<file path="src/rtl/semaforo_sequenciador.sv">
// Timed traffic-light sequencer (PARE -> SIGA -> ATENCAO -> PARE) with a
// latched pedestrian request that shortens green and a blinking night mode.
module semaforo_sequenciador #(
   parameter int CNT_BITS   = 8,
   parameter int T_PARE     = 8,
   parameter int T_SIGA     = 10,
   parameter int T_ATENCAO  = 3,
   parameter int T_MIN_SIGA = 4,
   parameter int T_PISCA    = 2
) (
   input  logic                clk_2,
   input  logic                reset_n,
   input  logic                enable,
   input  logic                pedestre,
   input  logic                noturno,
   output logic                pare,
   output logic                atencao,
   output logic                siga,
   output logic [CNT_BITS-1:0] tempo_restante,
   output logic                fim_fase,
   output logic                pedido_pend
);

   typedef enum logic [1:0] {
      ST_PARE,
      ST_SIGA,
      ST_ATENCAO,
      ST_NOTURNO
   } estado_t;

   localparam logic [CNT_BITS-1:0] L_PARE    = CNT_BITS'(T_PARE - 1);
   localparam logic [CNT_BITS-1:0] L_SIGA    = CNT_BITS'(T_SIGA - 1);
   localparam logic [CNT_BITS-1:0] L_ATENCAO = CNT_BITS'(T_ATENCAO - 1);
   localparam logic [CNT_BITS-1:0] L_PISCA   = CNT_BITS'(T_PISCA - 1);
   localparam logic [CNT_BITS-1:0] UM        = CNT_BITS'(1);

   // Early green exit is only possible when the minimum green is shorter than full green.
   localparam bit                  EARLY_EN  = (T_MIN_SIGA < T_SIGA);
   localparam logic [CNT_BITS-1:0] EARLY_LIM = EARLY_EN ? CNT_BITS'(T_SIGA - 1 - T_MIN_SIGA) : '0;

   estado_t             state_q, state_d;
   logic [CNT_BITS-1:0] cnt_q, cnt_d;
   logic                pare_q, pare_d;
   logic                atencao_q, atencao_d;
   logic                siga_q, siga_d;
   logic                fim_q, fim_d;
   logic                ped_q, ped_d;
   logic                blink_d;

   always_ff @(posedge clk_2 or negedge reset_n) begin
      if (!reset_n) begin
         state_q   <= ST_PARE;
         cnt_q     <= L_PARE;
         pare_q    <= 1'b1;
         atencao_q <= 1'b0;
         siga_q    <= 1'b0;
         fim_q     <= 1'b0;
         ped_q     <= 1'b0;
      end else begin
         state_q   <= state_d;
         cnt_q     <= cnt_d;
         pare_q    <= pare_d;
         atencao_q <= atencao_d;
         siga_q    <= siga_d;
         fim_q     <= fim_d;
         ped_q     <= ped_d;
      end
   end

   always_comb begin
      state_d = state_q;
      cnt_d   = cnt_q;
      blink_d = atencao_q;
      ped_d   = ped_q;

      if (pedestre && (state_q != ST_PARE)) begin
         ped_d = 1'b1;
      end

      // Night mode request overrides everything and ignores enable.
      if (noturno) begin
         ped_d = 1'b0;
         if (state_q != ST_NOTURNO) begin
            state_d = ST_NOTURNO;
            cnt_d   = L_PISCA;
            blink_d = 1'b1;
         end else if (enable) begin
            if (cnt_q == '0) begin
               blink_d = ~atencao_q;
               cnt_d   = L_PISCA;
            end else begin
               cnt_d = cnt_q - UM;
            end
         end
      end else if (state_q == ST_NOTURNO) begin
         state_d = ST_PARE;
         cnt_d   = L_PARE;
      end else if (enable) begin
         case (state_q)
            ST_PARE: begin
               if (cnt_q == '0) begin
                  state_d = ST_SIGA;
                  cnt_d   = L_SIGA;
               end else begin
                  cnt_d = cnt_q - UM;
               end
            end
            ST_SIGA: begin
               if ((cnt_q == '0) || (ped_q && EARLY_EN && (cnt_q <= EARLY_LIM))) begin
                  state_d = ST_ATENCAO;
                  cnt_d   = L_ATENCAO;
               end else begin
                  cnt_d = cnt_q - UM;
               end
            end
            ST_ATENCAO: begin
               if (cnt_q == '0) begin
                  state_d = ST_PARE;
                  cnt_d   = L_PARE;
               end else begin
                  cnt_d = cnt_q - UM;
               end
            end
            default: begin
               state_d = ST_PARE;
               cnt_d   = L_PARE;
            end
         endcase
      end

      // Entering PARE always clears the request, even if pedestre is set the same edge.
      if ((state_d == ST_PARE) && (state_q != ST_PARE)) begin
         ped_d = 1'b0;
      end

      pare_d    = (state_d == ST_PARE);
      siga_d    = (state_d == ST_SIGA);
      atencao_d = (state_d == ST_NOTURNO) ? blink_d : (state_d == ST_ATENCAO);
      fim_d     = (state_d != state_q);
   end

   assign pare           = pare_q;
   assign atencao        = atencao_q;
   assign siga           = siga_q;
   assign tempo_restante = cnt_q;
   assign fim_fase       = fim_q;
   assign pedido_pend    = ped_q;

endmodule

</file>
<file path="config.mk">
export PLATFORM = sky130hd
export DESIGN_NAME = semaforo_sequenciador
export DESIGN_NICKNAME = d
export VERILOG_FILES = /design/src/rtl/semaforo_sequenciador.sv
export SDC_FILE = /design/constraint.sdc
export NUM_CORES = 1
export LEC_CHECK = 0
export CAP_MARGIN = 5
export CELL_PAD_IN_SITES_DETAIL_PLACEMENT = 0
export CELL_PAD_IN_SITES_GLOBAL_PLACEMENT = 1
export CORE_ASPECT_RATIO = 0.8
export CORE_MARGIN = 2
export CORE_UTILIZATION = 39
export DETAILED_ROUTE_END_ITERATION = 12
export PLACE_DENSITY = 0.88
export SLEW_MARGIN = 20
export SYNTH_ARGS = -nofsm -noshare
export SYNTH_HDL_FRONTEND = slang
export SYNTH_SLANG_ARGS = --single-unit
</file>
<file path="constraint.sdc">
create_clock -name clk_2 -period 3 [get_ports clk_2]
set_input_delay 0.3 -clock clk_2 [delete_from_list [all_inputs] [get_ports clk_2]]
set_output_delay 0.3 -clock clk_2 [all_outputs]
set_load 0.005 [all_outputs]
</file>
After elaboration in Yosys (flattened, before gate mapping)
Cells that the tools add are included.
{ "word_totals": {"reg_bits": 15, "input_bits": 5, "out_inout_bits": 13, "word_cells": 60} }
{ "classes": {"add_sub_neg": 1, "order_cmp": 1, "n_eq_ne": 12, "n_mux": 26, "bitwise": 1, "n_reduce_logical": 12} }
{ "op_table": {"columns": ["cell", "n"], "rows": [
  ["$mux 8", 9],
  ["$pmux 8 s3", 1],
  ["$mux 2", 7],
  ["$eq 2x2->1 const B", 4],
  ["$le 8x3->1 const B", 1],
  ["$logic_not 8->1", 1],
  ["$mux 1", 8],
  ["$sub 8x1->8 const B", 1],
  ["$ne 3x3->1 const B", 2],
  ["$pmux 2 s3", 1],
  ["$reduce_bool 3->1", 2],
  ["$eq 2x1->1 const B", 2],
  ["$logic_not 2->1", 2],
  ["$ne 2x2->1 const B", 2],
  ["$logic_and 1x1->1", 3],
  ["$ne 3x2->1 const B", 1],
  ["$reduce_and 3->1", 1],
  ["$ne 2x2->1", 1],
  ["$reduce_and 2->1", 1],
  ["$reduce_bool 2->1", 1],
  ["$logic_or 1x1->1", 1],
  ["$not 1->1", 1]
]} }

Logic depth before layout (Yosys ltp)
{ "depth": {"word_depth": 11, "ltp_mapped": 8, "depth_no_buf": 7} }

Worst setup path after synthesis
OpenSTA, ideal clock, no wires.
{ "synth_path": {"path_kind": "register to register", "from": "register cnt_q[0], in the netlist tempo_restante[0]", "to": "register cnt_q[7], in the netlist tempo_restante[7]", "setup_ps": 64, "arrival_ps": 2043, "t_required_ps": 2936, "setup_slack_ps": 893, "stages_incl_launch_ff": 9, "period_less_slack_ps": 2107, "path_cell_list": "dfstp_2 > inv_1 > ha_1 > buf_4 > o21ai_1 > a2111oi_4 > a311o_2 > nor4_1 > a21o_1"} }
{ "synth_via": {"elab_chain_cells": 8, "word_cells_on_any_way": 15, "cone_classes": "1 x add/sub; 1 x order compare; 10 x mux; 3 x reduce/logical"} }
{ "synth_rtl": {"columns": ["item", "line_no", "rtl"], "rows": [
  ["from (decl)", "42", "logic [CNT_BITS-1:0] cnt_q, cnt_d;"],
  ["from (signal assigned)", "61", "cnt_q <= cnt_d;"],
  ["$le 8x3->1", "109", "if ((cnt_q == '0) || (ped_q && EARLY_EN && (cnt_q <= EARLY_LIM))) begin"],
  ["$logic_and 1x1->1", "109", null],
  ["$logic_or 1x1->1", "109", null],
  ["$mux 8", "109", null],
  ["$pmux 8 s3", "99", "case (state_q)"],
  ["$mux 8", "98", "end else if (enable) begin"],
  ["$mux 8", "95", "end else if (state_q == ST_NOTURNO) begin"],
  ["$mux 8 (*)", "81", "if (noturno) begin"]
]} }
Every way passes the cells marked *; elsewhere a longest branch is shown, timed or not. The select of a mux whose other input is x is not followed.
A chain may end at the register's enable or synchronous reset.

Final worst setup path
Same ends and word-level chain as after synthesis.

==> flow_summary.json <==
{
  "drt-pass1-iter-count": 4,
  "drv_cap": 0,
  "grt_pass1_wl_mm": 4.57,
  "yosys_warnings": 0,
  "clk_pin_slew_ns": 0.09,
  "power.share.clock": 0.143,
  "cts_made_buffers": 3,
  "syn_inst": 115,
  "cts_resized": 0,
  "dominantRegCellSynth": "dfrtp_1",
  "io-pin-count": 18,
  "die_x_um": 61.7,
  "p_sw_mw": 0.330,
  "setup_violations": 0,
  "finalCriticalPeriod_ns": 2.25,
  "final-seq-area_sq_um": 380,
  "internal_power_mw": 0.507,
  "dr_total_vias": 997,
  "synth.yosys.seq_area_share": 0.366,
  "wirelength_mm": 2.63,
  "portBuffers": 17,
  "cts_tree": "yes",
  "path_max_fanout": 9,
  "critPathBufInv": 1,
  "cp_data_required_time_ns": 3.23,
  "post-cts-setup-buffers": 0,
  "critical_path.max_stage_delay_ns": 0.59,
  "layout.nets": 139,
  "die-area_sq_mm": 0.00310,
  "path_class": "reg2reg",
  "slew_headroom": 0.518,
  "h-tree-depth": 1,
  "min_path_type": "in2async",
  "cts.sinks": 15,
  "ys_ff_latch": 15,
  "place_congestion": 0.833,
  "areaGrowthSynthToFinish_pct": 21.1,
  "stdcell_count": 167,
  "dp_hpwl_mm": 1.89,
  "overflow": 0,
  "insertion_delay_ns": 0.29,
  "p_leak_nw": 0.488,
  "synth_edf_count": 0,
  "via_per_inst": 5.97,
  "clockRootBuffer": "clkbuf_4",
  "core_area_sq_mm": 0.00248,
  "worstPathCellList": "inv_1 > ha_1 > o21ai_1 > a2111oi_4 > a311o_2 > nor4_1 > a21o_1",
  "tightest_slew_ns": 0.721,
  "drtIter0Drc": 50,
  "rsz0062_at_grt": "no",
  "syn_area_sq_mm": 0.00104,
  "antenna_found_initial": 0,
  "yosysUniqueCellTypes": 46,
  "status": "finished clean",
  "multi_input_area_sq_um": 603,
  "hold_buffers": 0,
  "diodes": 0,
  "drt-wirelength-per-cell_um": 15.7,
  "crit_slowest_cell": "dfstp_2",
  "cp-start-kind": "flop",
  "ant_nets": 0,
  "synth.avg_cell_area_sq_um": 9.04,
  "finalCritPeriodShare": 0.752,
  "setup_tns_ns": 0,
  "p_per_area_mw_per_mm2": 665,
  "end_kind": "flop",
  "layout-drive-gt1-share": 0.137,
  "crit_family": "compound AO/OA/AOI/OAI gates",
  "combPwrFrac": 0.462,
  "synth_fp_nets": 122,
  "finalClockSkew_ns": 0.00484,
  "async_flop_share": 1.00,
  "initial_utilization": 0.419,
  "slew_viol_final": 0,
  "die_h_um": 50.2,
  "nFillCells": 265,
  "grt_max_degree": 18,
  "hold_violations": 0,
  "arrival_ns": 2.49,
  "fmax_ghz": 0.443,
  "dp_cells": 163,
  "grt_use_total": 0.199,
  "ir_drop_mv": 0.286,
  "netSwitchingFraction": 0.394,
  "num_rows": 16,
  "seqPwrFrac": 0.396,
  "grt_pass1_vias": 932,
  "clk_path_buf_depth": 2,
  "drc": 0
}
## kinds of logic after synthesis
family / share of synthesized area
AO/OA/AOI/OAI: 0.313
flip-flops: 0.366
AND/OR/NAND/NOR: 0.209
XOR/XNOR: 0.0337
adder cells (fa/ha/maj): 0.0241
buffers and inverters: 0.0541
## Yosys cell counts (3+ instances only)
cell type  instances  area [sq um]
a21o_1             3          22.5
o21ai_1            6          30.0
dfstp_2            4           105
a21oi_1            3          15.0
inv_1              7          26.3
dfrtp_1           11           275
nand2_1            8          30.0
nand3_1            4          20.0
nor3_1             8          40.0
nor2_1             9          33.8
a31oi_1            4          25.0
clkbuf_1           4          15.0
xnor2_1            4          35.0
## power groups by stage
stage	clock, mW	sequential, mW	combinational, mW
after floorplan	0	0.315	0.260
after global placement	0	0.332	0.378
after detailed placement	0	0.334	0.384
after CTS	0.123	0.330	0.386
after global routing	0.134	0.345	0.425
final	0.120	0.331	0.387
## layer usage
| metal | wire, um | vias up | global-route usage |
|---|---|---|---|
| met5 | 0 | - | 0 |
| met4 | 40 | 0 | 0.0532 |
| met3 | 171 | 4 | 0.0464 |
| met2 | 1180 | 44 | 0.288 |
| met1 | 1240 | 477 | 0.296 |
| li1 | - | 472 | - |
## layout by cell type (no fill, tap or decap), types with 4 or more instances in the layout
cell type        count
a31oi_1              4
clkdlybuf4s50_1     17
dfrtp_1             11
dfstp_2              4
inv_1                7
nand2_1              8
nand3_1              4
nor2_1               9
nor3_1               8
o21ai_1              6
xnor2_1              4
## final timing paths
kind,from,end,slack (ns),depth (start not counted)
setup reg to reg,tempo_restante[0],tempo_restante[7],0.75,7
setup / recovery,tempo_restante[0],tempo_restante[7],0.75,7
max in group asynchronous,reset_n,state_q[0],2.11,1
hold / removal,reset_n,tempo_restante[4],0.44,1
min in group clk_2,tempo_restante[7],tempo_restante[7],0.54,1
hold reg to reg,tempo_restante[7],tempo_restante[7],0.54,1
## per-stage QoR
step	instance area, sq um	setup slack (ns)	hold slack, ns	util	power (mW)
after floorplan	1040	0.893	0.00441	-	0.575
after global placement	1230	0.870	0.522	0.496	0.710
after detailed placement	1230	0.769	0.524	0.496	0.719
after CTS	1260	0.740	0.455	0.507	0.839
after global routing	1260	0.528	0.473	0.507	0.904
final	1260	0.745	0.436	0.507	0.838
## cell type report
class | count | share of cell area
tap | 36 | 0.0358
clock buffer | 4 | 0.0209
inverter | 7 | 0.0209
timing repair buffer | 18 | 0.141
multi-input combinational | 87 | 0.479
sequential | 15 | 0.302
## registers in the layout (all words and copies together), names as in the netlist
name            count
fim_fase            1
atencao             1
pare                1
pedido_pend         1
siga                1
state_q             2
tempo_restante      8
Power figures use the tool's default switching activity.
